### src/rtl/fetch_unit.sv
// -----------------------------------------------------------------------------
// fetch_unit
//   Program-counter and fetch-control stage in front of a zero-wait-state
//   instruction ROM. It runs the Start/Done handshake with the testbench and
//   sequences the PC through four actions: increment, stall, branch through an
//   internal target LUT, and halt.
//
// Parameters
//   D      PC width (matches the ROM address width)
//   LUT_W  branch-target LUT index width (2**LUT_W entries of D bits)
//   HALT   instruction encoding that ends the program
//
// Ports
//   Clk       in   clock, rising-edge active
//   Reset     in   asynchronous, active-high reset
//   Start     in   high arms and holds PC at 0; its falling edge launches RUN
//   InstIn    in   instruction returned by the ROM for the current PrgCtr
//   Stall     in   hold the PC this cycle
//   BranchEn  in   branch this cycle to LUT[TargIdx]
//   TargIdx   in   branch-target LUT index
//   LutWe     in   LUT write enable (honoured in every state)
//   LutAddr   in   LUT write index
//   LutData   in   LUT write data (absolute target address)
//   PrgCtr    out  registered program counter to the ROM
//   Running   out  registered decode of state RUN
//   Done      out  registered decode of state DONE
// -----------------------------------------------------------------------------
module fetch_unit #(
   parameter int         D     = 12,
   parameter int         LUT_W = 4,
   parameter logic [8:0] HALT  = 9'h1FF
) (
   input  logic             Clk,
   input  logic             Reset,
   input  logic             Start,
   input  logic [8:0]       InstIn,
   input  logic             Stall,
   input  logic             BranchEn,
   input  logic [LUT_W-1:0] TargIdx,
   input  logic             LutWe,
   input  logic [LUT_W-1:0] LutAddr,
   input  logic [D-1:0]     LutData,
   output logic [D-1:0]     PrgCtr,
   output logic             Running,
   output logic             Done
);

   typedef enum logic [1:0] {
      IDLE = 2'd0,
      RUN  = 2'd1,
      DONE = 2'd2
   } state_t;

   state_t           state_q;
   state_t           state_d;
   logic [D-1:0]     pc_d;
   logic             start_q;
   logic             start_fall;
   logic [D-1:0]     lut [2**LUT_W];

   assign start_fall = start_q & ~Start;

   // State, PC and the status flags. Running/Done are decoded from the next
   // state and registered, so neither output has a combinational input path.
   always_ff @(posedge Clk or posedge Reset) begin
      if (Reset) begin
         state_q <= IDLE;
         PrgCtr  <= '0;
         Running <= 1'b0;
         Done    <= 1'b0;
         start_q <= 1'b0;
      end else begin
         state_q <= state_d;
         PrgCtr  <= pc_d;
         Running <= (state_d == RUN);
         Done    <= (state_d == DONE);
         start_q <= Start;
      end
   end

   // Branch-target table. The branch path below reads the current contents,
   // so a same-cycle write to the entry being branched through is not seen
   // until the following cycle (read-before-write).
   always_ff @(posedge Clk or posedge Reset) begin
      if (Reset) begin
         for (int i = 0; i < 2**LUT_W; i++) begin
            lut[i] <= '0;
         end
      end else if (LutWe) begin
         lut[LutAddr] <= LutData;
      end
   end

   // Next-state / next-PC. Inside RUN the branches are ordered by priority:
   // restart, halt, stall, branch, increment. HALT wins over Stall and
   // BranchEn so the program always stops on the halt word.
   always_comb begin
      state_d = state_q;
      pc_d    = PrgCtr;
      case (state_q)
         IDLE: begin
            pc_d = '0;
            if (start_fall) begin
               state_d = RUN;
            end
         end
         RUN: begin
            if (Start) begin
               state_d = IDLE;
               pc_d    = '0;
            end else if (InstIn == HALT) begin
               state_d = DONE;
            end else if (Stall) begin
               pc_d = PrgCtr;
            end else if (BranchEn) begin
               pc_d = lut[TargIdx];
            end else begin
               pc_d = PrgCtr + D'(1);
            end
         end
         DONE: begin
            if (Start) begin
               state_d = IDLE;
               pc_d    = '0;
            end
         end
         default: begin
            state_d = IDLE;
            pc_d    = '0;
         end
      endcase
   end

endmodule

### config.mk
export PLATFORM = sky130hd
export DESIGN_NAME = fetch_unit
export DESIGN_NICKNAME = d
export VERILOG_FILES = /design/src/rtl/fetch_unit.sv
export SDC_FILE = /design/constraint.sdc
export NUM_CORES = 1
export LEC_CHECK = 0
export BUFFER_PORTS_ARGS = -buffer_cell sky130_fd_sc_hd__buf_2
export CORE_AREA = 3 3 161 163
export DETAILED_ROUTE_END_ITERATION = 10
export DIE_AREA = 0 0 164 166
export PLACE_DENSITY_LB_ADDON = 0.2
export SLEW_MARGIN = 20
export SYNTH_ARGS = -nofsm -noshare
export SYNTH_HDL_FRONTEND = slang
export SYNTH_SLANG_ARGS = --single-unit
### constraint.sdc
create_clock -name Clk -period 12 [get_ports Clk]
set_input_delay 0.6 -clock Clk [delete_from_list [all_inputs] [get_ports Clk]]
set_output_delay 0.6 -clock Clk [all_outputs]
set_load 0.05 [all_outputs]
; ---- Word-level counts from Yosys, hierarchy flattened
; Index checks and enable logic that the tools add are counted.
[word_totals]
wordCells = 57
ff_bits = 209
out_inout_bits = 14
[op_classes]
add_sub_neg = 1
magnitude_cmp = 3
muxes = 17
reduce_logical = 3
bitwise = 4
eq_ne = 8
[op_table]
columns = op, n
row1 = 192-bit bitwise mux, 1
row2 = 12-bit 2-to-1 mux, 8
row3 = 12-bit binary-select mux with 4-bit select, 1
row4 = 12-bit demux with 4-bit select, 1
row5 = 12-bit case mux with 2 select lines, 1
row6 = "12-bit by 1-bit adder with 12-bit output, second input constant", 1
row7 = "5-bit greater-or-equal comparator, second input constant", 2
row8 = 4-bit inverter with 5-bit output, 2
row9 = "9-bit == test, second input constant", 1
row10 = 2-bit 2-to-1 mux, 4
row11 = "3-bit != test, second input constant", 2
row12 = 2-bit case mux with 3 select lines, 1
row13 = "5-bit by 1-bit < comparator with 1-bit output, second input constant", 1
row14 = "2-bit by 1-bit == test with 1-bit output, second input constant", 2
row15 = "2-bit == test, second input constant", 2
row16 = 3-bit AND reduction, 1
row17 = 2-bit logical NOT, 1
row18 = "2-bit != test, second input constant", 1
row19 = 1-bit bitwise AND, 1
row20 = 1-bit logical AND, 1
row21 = 1-bit inverter, 1

; ---- Longest topological paths before layout
; Gate-level depths: netlist of run 1.
[depth]
word_depth = 9
mapped_depth = 9
depth_no_buf = 6

; ---- Worst setup path after synthesis of run 1
; OpenSTA, ideal clock, no wires.
[synth_timing]
path_kind = input-to-reg
from = input TargIdx[0]
to = register PrgCtr[6]
arrival_ns = 2.171
required_time_ns = 11.867
setup_ns = 0.133
setup_slack_ns = 9.696
stages = 6
cell_sequence = buf_6 -> buf_2 -> mux4_2 -> mux4_2 -> a21oi_1 -> o22ai_1
[synth_between]
elab_chain_len = 9
[synth_rtl]
columns = item, line
row1 = start: declaration, 39  ; input logic [LUT_W-1:0] TargIdx,
row2 = 4-bit inverter with 5-bit output (not written as such), 116  ; pc_d = lut[TargIdx];
row3 = 12-bit binary-select mux with 4-bit select, 116
row4 = 12-bit 2-to-1 mux (not written as such) (2 in a row), 116
row5 = 12-bit 2-to-1 mux, 115  ; end else if (BranchEn) begin
row6 = 12-bit 2-to-1 mux, 113  ; end else if (Stall) begin
row7 = 12-bit 2-to-1 mux, 111  ; end else if (InstIn == HALT) begin
row8 = 12-bit 2-to-1 mux, 108  ; if (Start) begin
row9 = 12-bit case mux with 2 select lines, 100  ; case (state_q)
row10 = end signal: assignment, 74  ; PrgCtr <= pc_d;
row11 = end: declaration, 43  ; output logic [D-1:0] PrgCtr,
; Every way passes these cells. The select of a mux whose other input is x is not followed.
; A chain may end at the register's enable or synchronous reset.

; ---- Worst setup path after layout of run 1
[layout_timing]
from = input TargIdx[0]
to = register PrgCtr[10]
; The elaborated chain is that of the path after synthesis.

==> qor.yml, run 1 <==
slew_headroom_pct: 28.12
cts_repair_resize_count: 0
multi_input_area_um2: 4270
vias: 5882
tns_ps: 0
regToRegStartpoint: "state_q[0]"
clkLatencyLatePin_ps: 530
cts-buffers-inserted: 24
period_share_pct: 19.58
drtPass1Iterations: 4
holdBufCountCts: 0
critPathCapture: "PrgCtr[10]"
cts_tree: "yes"
sequentialPowerShare_pct: 46.6
r2r_slack_ps: 9880
ctsLongestPathBuffers: 3
crit_start: "TargIdx[0]"
ff2ff_path_depth: 6
max_freq_mhz: 425.6
ys_types: 46
place_ws_ps: 8818
syn_nets: 711
fp.dieArea_um2: 27220
ant_nets: 0
grt_start_max_net_pins: 147
drive_gt1_share_pct: 47.12
holdWs_ps: 196.6
grt_pass1_vias: 6450
area_delta_synth_final_pct: 13.71
stdcell_count: 1052
post_drt_via_cell_ratio: 5.591
routedWlPerCell_um: 23.32
startpoint_type: "input port"
final_core_util_pct: 45.40
p_int_mw: 1.507
die_h_um: 166
grt_pass1_wl_um: 38160
ys_warn_count: 0
route.detailed.drc: 0
fin_crit_ps: 2350
rows: 57
num_io_pins: 49
rsz0062_at_grt: "no"
syn-mean-instance-area_um2: 14.47
drv_cap: 0
hold_class: "input port to asynchronous set/reset pin"
dpl.cell_count: 1010
postCtsSetupRepairBufs: 0
grt_usage_pct: 18.29
required_ps: 12420
diodes: 0
core_area_um2: 24460
dp_hpwl_um: 14810
hold_viol: 0
globalRouteOverflowTotal: 0
cp.arrival_ps: 2770
ir_drop_mv: 0.08817
drtIter0Drc: 370
cts.sinks: 209
p_clk_share_pct: 36.8
die_w_um: 164
final_nets: 748
r2r_end: "PrgCtr[7]"
cts_max_level: 1
nFillCells: 2120
pwr-share-comb_pct: 16.6
power_density_nw_per_um2: 180.0
power.switching_mw: 0.4927
worst_pin_slew_ps: 1078
crit_type: "input port to flip-flop"
seq_area_um2: 5230
clk_pin_slew_ps: 60
path_max_fanout: 58
antenna_found_initial: 0
drv_slew: 0
start_util_pct: 39.93
end_kind: "flip-flop"
p_sw_share_pct: 24.64
setup_ws_ps: 9650
wl_um: 24530
ys_seq_area_share_pct: 53.54
synth_cells: 675
p_leak_nw: 4.788
clock_skew_ps: 23.69
gp_congestion: 0.8070
portBuffers: 48
cts_root_buf: "clkbuf_16"
synth-seq-cells: 209
finalSetupViolCount: 0
syn_area_um2: 9768
status: "finished clean"
## power by group through the flow
stage / clock [mW] / combinational (mW) / sequential (mW)
final: 0.736 / 0.331 / 0.932
after global routing: 0.784 / 0.364 / 0.950
after global placement: 0 / 0.322 / 0.933
after CTS: 0.756 / 0.336 / 0.932
after detailed placement: 0 / 0.335 / 0.945
after floorplan: 0 / 0.268 / 0.922
## final cells by class
type                            count  area share [%]
Sequential cell                   209           47.09
Tap cell                          324           3.650
Timing Repair Buffer               61           3.098
Clock inverter                      8          0.9463
Clock buffer                       34           6.286
Multi-Input combinational cell    405           38.45
Inverter                           11          0.4844
## flip-flops by register name, indices dropped and copies added (netlist names)
| name | flops |
|---|---|
| state_q | 2 |
| Done | 1 |
| Running | 1 |
| start_q | 1 |
| lut | 192 |
| PrgCtr | 12 |
## per-layer routing
layer	GRT usage, %	routed length, µm	up-vias
li1	-	-	2588
met1	24.42	10330	3106
met2	30.87	12050	152
met3	3.043	1499	36
met4	5.039	653	0
met5	0	0	-
## cells by family (layout without fill, tap and decap cells)
group / after synthesis / count (layout) / share of synthesized area (%)
simple gates: 85 / 85 / 4.419
mux: 260 / 260 / 34.90
flops: 209 / 209 / 53.54
fa+ha+maj: 1 / 1 / 0.1281
buf+inv: 61 / 114 / 2.805
xor+xnor: 1 / 1 / 0.08968
compound gates: 58 / 58 / 4.112
## per-stage QoR
| stage | cell area [µm²] | power, mW |
|---|---|---|
| 2_1_floorplan | 9768 | 1.189 |
| 3_3_place_gp | 10290 | 1.255 |
| 3_5_place_dp | 10290 | 1.280 |
| 4_1_cts | 11090 | 2.024 |
| 5_1_grt | 11110 | 2.098 |
| 6_report | 11110 | 2.000 |
## cells in the mapped netlist (all sizes together)
master / n / area, µm²
a22oi: 4 / 30.03
nand3: 6 / 30.03
a32oi: 1 / 8.760
a31oi: 1 / 6.260
o21a: 1 / 7.510
a32o: 1 / 10.01
mux2: 199 / 2241
o22ai: 5 / 31.28
nor3: 7 / 35.03
dfrtp: 209 / 5230
o31ai: 5 / 37.54
o21ai: 11 / 55.05
nand2b: 9 / 56.30
xor2: 1 / 8.760
ha: 1 / 12.51
o211ai: 2 / 15.01
o221ai: 2 / 17.52
mux4: 44 / 998.5
inv: 11 / 41.29
o2bb2ai: 1 / 8.760
a21oi: 9 / 45.04
nand4: 2 / 12.51
nor3b: 4 / 30.03
a221oi: 6 / 52.55
nor2: 25 / 93.84
a22o: 3 / 26.28
clkbuf: 37 / 138.9
and3: 2 / 12.51
or3: 4 / 25.02
nand3b: 3 / 22.52
mux2i: 17 / 170.2
nor2b: 5 / 31.28
a21o: 2 / 15.01
nor4: 2 / 12.51
buf: 13 / 93.83
nand2: 13 / 48.80
and4: 1 / 8.760
and2: 1 / 6.260
or2: 1 / 6.260
o311ai: 2 / 17.52
a2111oi: 2 / 17.52
## cells in the final DEF, fill, tap and decap left out, types with 3 or more instances in the layout
| cell | instances |
|---|---|
| dfrtp_1 | 209 |
| mux2_2 | 199 |
| buf_2 | 47 |
| mux4_2 | 42 |
| nor2_1 | 25 |
| clkbuf_16 | 24 |
| mux2i_1 | 17 |
| nand2_1 | 13 |
| buf_4 | 13 |
| o21ai_0 | 11 |
| inv_1 | 10 |
| nand2b_1 | 9 |
| a21oi_1 | 9 |
| nor3_1 | 7 |
| nand3_1 | 6 |
| a221oi_1 | 6 |
| clkbuf_8 | 6 |
| nor2b_1 | 5 |
| o31ai_1 | 5 |
| o22ai_1 | 5 |
| or3_1 | 4 |
| nor3b_1 | 4 |
| a22oi_1 | 4 |
| clkbuf_1 | 4 |
| clkinv_2 | 4 |
| nand3b_1 | 3 |
| a22o_1 | 3 |
## worst min path at each step
stage / from / endpoint / slack (ps)
final: Reset / lut[170] / 200
after global routing: Reset / PrgCtr[11] / 260
after CTS: Start / start_q / 260
after detailed placement: lut[160] / lut[160] / 490
after global placement: lut[172] / lut[172] / 480
after floorplan: state_q[1] / Running / 460
## critical path, cell delays in order
cell and delay (ps):
buf_6 570, mux4_1 660, mux4_2 470, nand2_1 90, o31ai_1 70, a22o_1 240
Power figures use the tool's default switching activity.
==> run 2: changes to the inputs <==
==> constraint.sdc (replaced) <==
create_clock -name Clk -period 2.4 [get_ports Clk]
set_input_delay 0.12 -clock Clk [delete_from_list [all_inputs] [get_ports Clk]]
set_output_delay 0.12 -clock Clk [all_outputs]
set_load 0.05 [all_outputs]
==> qor.yml, run 2 (synthesis gave the netlist of run 1 again) <==
status: "finished clean"
dpl.cell_count: 1040  # +3.0%
num_io_pins: 49  # unchanged
crit_start: "lut[82]"
cts_tree: "yes"
cts_max_level: 1  # unchanged
gr-usage-met2_pct: 30.47  # -0.40 points
drv_cap: 0  # unchanged
holdPathStages: 2
power_density_nw_per_um2: 867.1  # +380%
vias: 5998  # +2.0%
mostFrequentLayoutCell: "dfrtp_1"
ir_drop_mv: 0.3784  # +330%
post_drt_via_cell_ratio: 5.543  # -0.86%
rows: 57  # unchanged
slew_headroom_pct: 37.94  # +9.8 points
cp.arrival_ps: 2290  # -480 ps
area_delta_synth_final_pct: 15.74
min_to: "lut[69]"
hold_class: "input port to flip-flop"
drtPass1Iterations: 4  # unchanged
drv_slew: 0  # unchanged
cts_root_buf: "clkbuf_16"
worst_pin_slew_ps: 930.9  # -147.2 ps
layout_common_cells: "dfrtp_1 (209), mux2_2 (199), buf_2 (47)"
grt.busiest_layer: "met2"
rsz0062_at_grt: "no"
clk_pin_slew_ps: 60  # about the same
final_nets: 779  # +4.1%
grt_usage_pct: 18.37  # +0.088 points
postCtsSetupRepairBufs: 0  # unchanged
grt_start_max_net_pins: 112  # -24%
r2r_end: "PrgCtr[10]"
startpoint_type: "flip-flop"
start_util_pct: 39.93  # unchanged
grt_pass1_wl_um: 38230  # +0.18%
required_ps: 2790  # -9630 ps
die_w_um: 164  # unchanged
r2r_slack_ps: 500  # -9380 ps
ctsLongestPathBuffers: 3  # unchanged
gp_congestion: 0.8052  # -0.22%
routedWlPerCell_um: 23.01  # -1.3%
cts-buffers-inserted: 23  # -4.2%
ff2ff_path_depth: 5  # -1
clock_skew_ps: 9.285  # -14.40 ps
hp-start: "LutData[9]"
largest_register_ffs: 192  # unchanged
regToRegStartpoint: "lut[82]"
holdWs_ps: 54.54  # -142.1 ps
die_h_um: 166  # unchanged
largestRegisters: "lut: 192 flops, PrgCtr: 12 flops, state_q: 2 flops"
cts_repair_resize_count: 0  # unchanged
cts.sinks: 209  # unchanged
globalRouteOverflowTotal: 0  # unchanged
wl_um: 24900  # +1.5%
portBuffers: 48  # unchanged
ant_nets: 0  # unchanged
holdBufCountCts: 2  # +2
end_kind: "flip-flop"
p_leak_nw: 4.912  # +2.6%
grt_util_met1_pct: 25.78  # +1.4 points
antenna_found_initial: 1  # +1
setup_ws_ps: 502.4  # -9148 ps
crit_type: "flip-flop to flip-flop"
tns_ps: 0  # unchanged
drive_gt1_share_pct: 48.42  # +1.3 points
diodes: 0  # unchanged
period_share_pct: 79.07
use_met3_pct: 2.544  # -0.50 points
dp_hpwl_um: 16660  # +12%
finalSetupViolCount: 0  # unchanged
place_ws_ps: 413.1  # -8405 ps
path_max_fanout: 2  # -97%
regMostFlops: "lut"
clkLatencyLatePin_ps: 500  # -30 ps
core_area_um2: 24460  # unchanged
drtIter0Drc: 429  # +16%
stdcell_count: 1082  # +2.9%
final_core_util_pct: 46.22  # +0.81 points
fp.dieArea_um2: 27220  # unchanged
route.detailed.drc: 0  # unchanged
grt_pass1_vias: 6411  # -0.60%
max_freq_mhz: 527.0
fin_crit_ps: 1898
hold_viol: 0  # unchanged
## run 2: cell count changes in the layout (fill, tap and decap cells not counted), moves of 2 or more
| cell | before | now |
|---|---|---|
| buf_4 | 13 | 41 |
| buf_12 | 0 | 3 |
| clkinv_2 | 4 | 2 |
| clkbuf_1 | 4 | 7 |
| dlygate4sd3_1 | 0 | 2 |
| clkinv_8 | 2 | 0 |
## run 2: critical path, stage by stage, from the launching register on
cell and delay [ps]:
dfrtp_1 390, mux4_1 510, mux4_2 480, nand2_1 90, o31ai_1 80, a22o_1 250
## run 2: per-stage QoR
stage               area [µm²]  power (mW)
floorplan                 9772       5.948
global placement         10550       6.305
detailed placement       10550       6.428
CTS                      11310       9.926
global route             11310       10.28
finish                   11310       9.803
## run 2: power by group
group	internal [mW]	switching, mW
combinational	1.04	0.637
clock	2.08	1.38
sequential	4.29	0.385
total	7.41	2.40
## run 2: area by class of cell
cell class	count	area (µm²)
timing repair buffer	93	623.1
multi-input combinational	405	4264
fill	2184	13160
sequential	209	5230
clock buffer	37	698.2
tap	324	405.4
clock inverter	3	40.04
inverter	11	45.04
## run 2: how the worst max path moves through the flow
stage	to	slack, ps
detailed placement	PrgCtr[0]	410
global placement	PrgCtr[0]	430
floorplan	Done	-430
CTS	PrgCtr[10]	490
global route	PrgCtr[10]	350
finish	PrgCtr[10]	500
## run 2: per-layer routing
layer  up-vias  wire length, µm
li1       2657                -
met4         0              478
met2       133            12110
met5         -                0
met1      3176            11030
met3        32             1274
==> run 3: changes to the inputs <==
--- a/config.mk
+++ b/config.mk
@@ -5,6 +5,7 @@
 export SDC_FILE = /design/constraint.sdc
 export NUM_CORES = 1
 export LEC_CHECK = 0
+export ABC_AREA = 1
 export BUFFER_PORTS_ARGS = -buffer_cell sky130_fd_sc_hd__buf_2
 export CORE_AREA = 3 3 161 163
 export DETAILED_ROUTE_END_ITERATION = 10
==> constraint.sdc (replaced) <==
create_clock -name Clk -period 1.5 [get_ports Clk]
set_input_delay 0.075 -clock Clk [delete_from_list [all_inputs] [get_ports Clk]]
set_output_delay 0.075 -clock Clk [all_outputs]
set_load 0.05 [all_outputs]
==> qor.yml, run 3 <==
p_int_mw: 11.12  # +50%
synth_top_area_share_pct: 53.12  # -0.42 points
mostFrequentLayoutCell: "nand2_1"
timing.critical_path.cells: "ha_2 -> nand2_2 -> nor2_2 -> nand2_2 -> nor2_4 -> nand2_1 -> nand2_1 -> nand2_1 -> nand2_1 -> nand2_1 -> nand2_1 -> nand2_1"
pwr-share-comb_pct: 15.9  # -1.2 points
required_ps: 1900  # -890 ps
grt_start_max_net_pins: 57  # -49%
regMostFlops: "lut"
cts_max_level: 1  # unchanged
setup_ws_ps: 78.67  # -423.7 ps
cts.sinks: 209  # unchanged
p_sw_share_pct: 27.45  # +3.0 points
dpl.cell_count: 1577  # +52%
grt_pass1_wl_um: 43060  # +13%
rows: 57  # unchanged
power_density_nw_per_um2: 1305  # +51%
r2r_slack_ps: 80  # -420 ps
die_w_um: 164  # unchanged
clk_pin_slew_ps: 60  # about the same
core_area_um2: 24460  # unchanged
cts-buffers-inserted: 23  # unchanged
drtIter0Drc: 792  # +85%
design_area_um2: 11740  # +3.9%
grt_pass1_vias: 8058  # +26%
portBuffers: 48  # unchanged
dp_hpwl_um: 17120  # +2.8%
ys_warn_count: 0  # unchanged
cts_root_buf: "clkbuf_16"
post_drt_via_cell_ratio: 5.062  # -8.7%
route.detailed.drc: 0  # unchanged
layout_common_cells: "nand2_1 (331), o21ai_0 (226), dfrtp_1 (208)"
ir_drop_mv: 0.7639  # +100%
synth-seq-cells: 209  # unchanged
drv_cap: 0  # unchanged
p_total_mw: 15.33  # +56%
synth_most_common_cell: "nand2_1"
hold_viol: 0  # unchanged
syn_area_um2: 9846  # +0.79%
final_nets: 1330  # +71%
power.switching_mw: 4.209  # +76%
holdPathStages: 4  # +2
p_clk_share_pct: 36.8  # +1.5 points
grt_usage_pct: 19.17  # +0.80 points
holdWs_ps: 24.62  # -29.92 ps
syn_nets: 1272  # +79%
path_max_fanout: 4  # +2
period_share_pct: 94.76  # +16 points
end_kind: "flip-flop"
status: "finished clean"
async_reset_ff_share_pct: 100.0  # unchanged
crit_path_max_incr_delay_ps: 360  # -150 ps
synth_cells: 1236  # +83%
finalSetupViolCount: 0  # unchanged
place_ws_ps: -4.894  # -418.0 ps
netlist_top_cells_area: "dfrtp_1 (53%), nand2_1 (13%), o21ai_0 (11%), nand3_1 (5.7%), nor2_1 (3.3%)"
antenna_found_initial: 0  # -1
drv_slew: 0  # unchanged
p_leak_nw: 5.581  # +14%
min_to: "PrgCtr[6]"
routedWlPerCell_um: 15.62  # -32%
gp_congestion: 0.7995  # -0.71%
max_freq_mhz: 703.6  # +34%
cts_tree: "yes"
sequentialPowerShare_pct: 47.3  # -0.4 points
clock_skew_ps: 6.286  # -2.999 ps
ff2ff_path_depth: 12  # +7
fp.dieArea_um2: 27220  # unchanged
cp_common_cell: "nand2_1"
drive_gt1_share_pct: 12.66  # -36 points
fin_crit_ps: 1421  # -476.3 ps
rsz0062_at_grt: "yes"
slew_headroom_pct: 68.27  # +30 points
syn-mean-instance-area_um2: 7.966  # -45%
hp-start: "BranchEn"
ant_nets: 0  # unchanged
regToRegStartpoint: "PrgCtr[1]"
worst_pin_slew_ps: 475.5  # -455.4 ps
place_area_um2: 10790  # +2.3%
wl_um: 25540  # +2.6%
die_h_um: 166  # unchanged
ys_seq_area_share_pct: 53.12  # -0.42 points
r2r_end: "PrgCtr[8]"
clkLatencyLatePin_ps: 510  # about the same
diodes: 0  # unchanged
hold_class: "input port to flip-flop"
startpoint_type: "flip-flop"
start_util_pct: 40.25  # +0.32 points
ctsLongestPathBuffers: 3  # unchanged
synth_commonest_cells: "nand2_1 (334), o21ai_0 (226), dfrtp_1 (209), nand3_1 (112), nor2_1 (87)"
synth_edf_count: 0  # unchanged
yosys_most_used_dff: "dfrtp_1"
globalRouteOverflowTotal: 0  # unchanged
stdcell_count: 1635  # +51%
critical_path.slowest_cell: "dfrtp_1"
cp.arrival_ps: 1820  # -470 ps
largest_register_ffs: 192  # unchanged
vias: 8277  # +38%
crit_type: "flip-flop to flip-flop"
drtPass1Iterations: 5  # +1
yosysTopAreaCell: "dfrtp_1"
area_delta_synth_final_pct: 19.28
largestRegisters: "lut: 192 flops, PrgCtr: 12 flops, state_q: 2 flops"
num_io_pins: 49  # unchanged
ys_types: 31  # -33%
run 3: area by class of cell:
cell class | count | area, µm²
fillers | 2380 | 12720
flip-flops and latches | 209 | 5231
multi-input cells | 856 | 3930
repair buffers | 118 | 1091
clock buffers | 39 | 715.7
well taps | 324 | 405.4
inverters | 86 | 326.6
clock inverters | 3 | 43.79
run 3: worst max-delay path: cells and delay by family (launching register included):
kind	cells	cell delay [ps]
fa+ha+maj	1	190
flops	1	360
simple gates	11	760
run 3: worst max path at each step:
stage,startpoint,endpoint
global route,PrgCtr[1],PrgCtr[8]
finish,PrgCtr[1],PrgCtr[8]
detailed placement,PrgCtr[1],PrgCtr[8]
CTS,state_q[1],PrgCtr[6]
floorplan,Reset,Done
global placement,PrgCtr[1],PrgCtr[8]
run 3: cells by family after synthesis:
family | Yosys count | share of synthesized area, %
XOR/XNOR | 8 | 0.7116
AO/OA/AOI/OAI | 296 | 15.45
adder cells (fa/ha/maj) | 1 | 0.1271
AND/OR/NAND/NOR | 551 | 23.26
flip-flops | 209 | 53.12
buffers and inverters | 171 | 7.333
run 3: stage by stage:
step	TNS [ps]	util [%]
after detailed placement	-4.894	44.12
after CTS	0	47.80
after floorplan	-270430	-
after global placement	0	44.12
final	0	48.01
after global routing	-82.89	48.01
run 3: repair_timing:
item | CTS | global route
hold buffers | 14 | 0
endpoints found under the hold margin | 150 | 0
setup endpoints to repair | 1 | 12
pin swaps | 0 | 6
resized for setup | 1 | 11
setup buffers | 0 | 2
run 3: power groups by stage:
stage	clock network, mW	registers, mW	logic (mW)
after floorplan	0	7.26	1.70
after global placement	0	7.32	2.36
after detailed placement	0	7.34	2.42
after CTS	5.78	7.25	2.45
after global routing	5.99	7.40	2.87
final	5.65	7.26	2.43
run 3: routing by layer:
| metal | share of wire [%] | track usage (%) | routed length (µm) | vias up |
|---|---|---|---|---|
| met5 | 0 | 0 | 0 | - |
| met1 | 48 | 28.87 | 12320 | 3884 |
| met3 | 6.0 | 2.345 | 1539 | 36 |
| li1 | - | - | - | 4131 |
| met2 | 44 | 29.78 | 11250 | 226 |
| met4 | 1.7 | 4.046 | 427 | 0 |
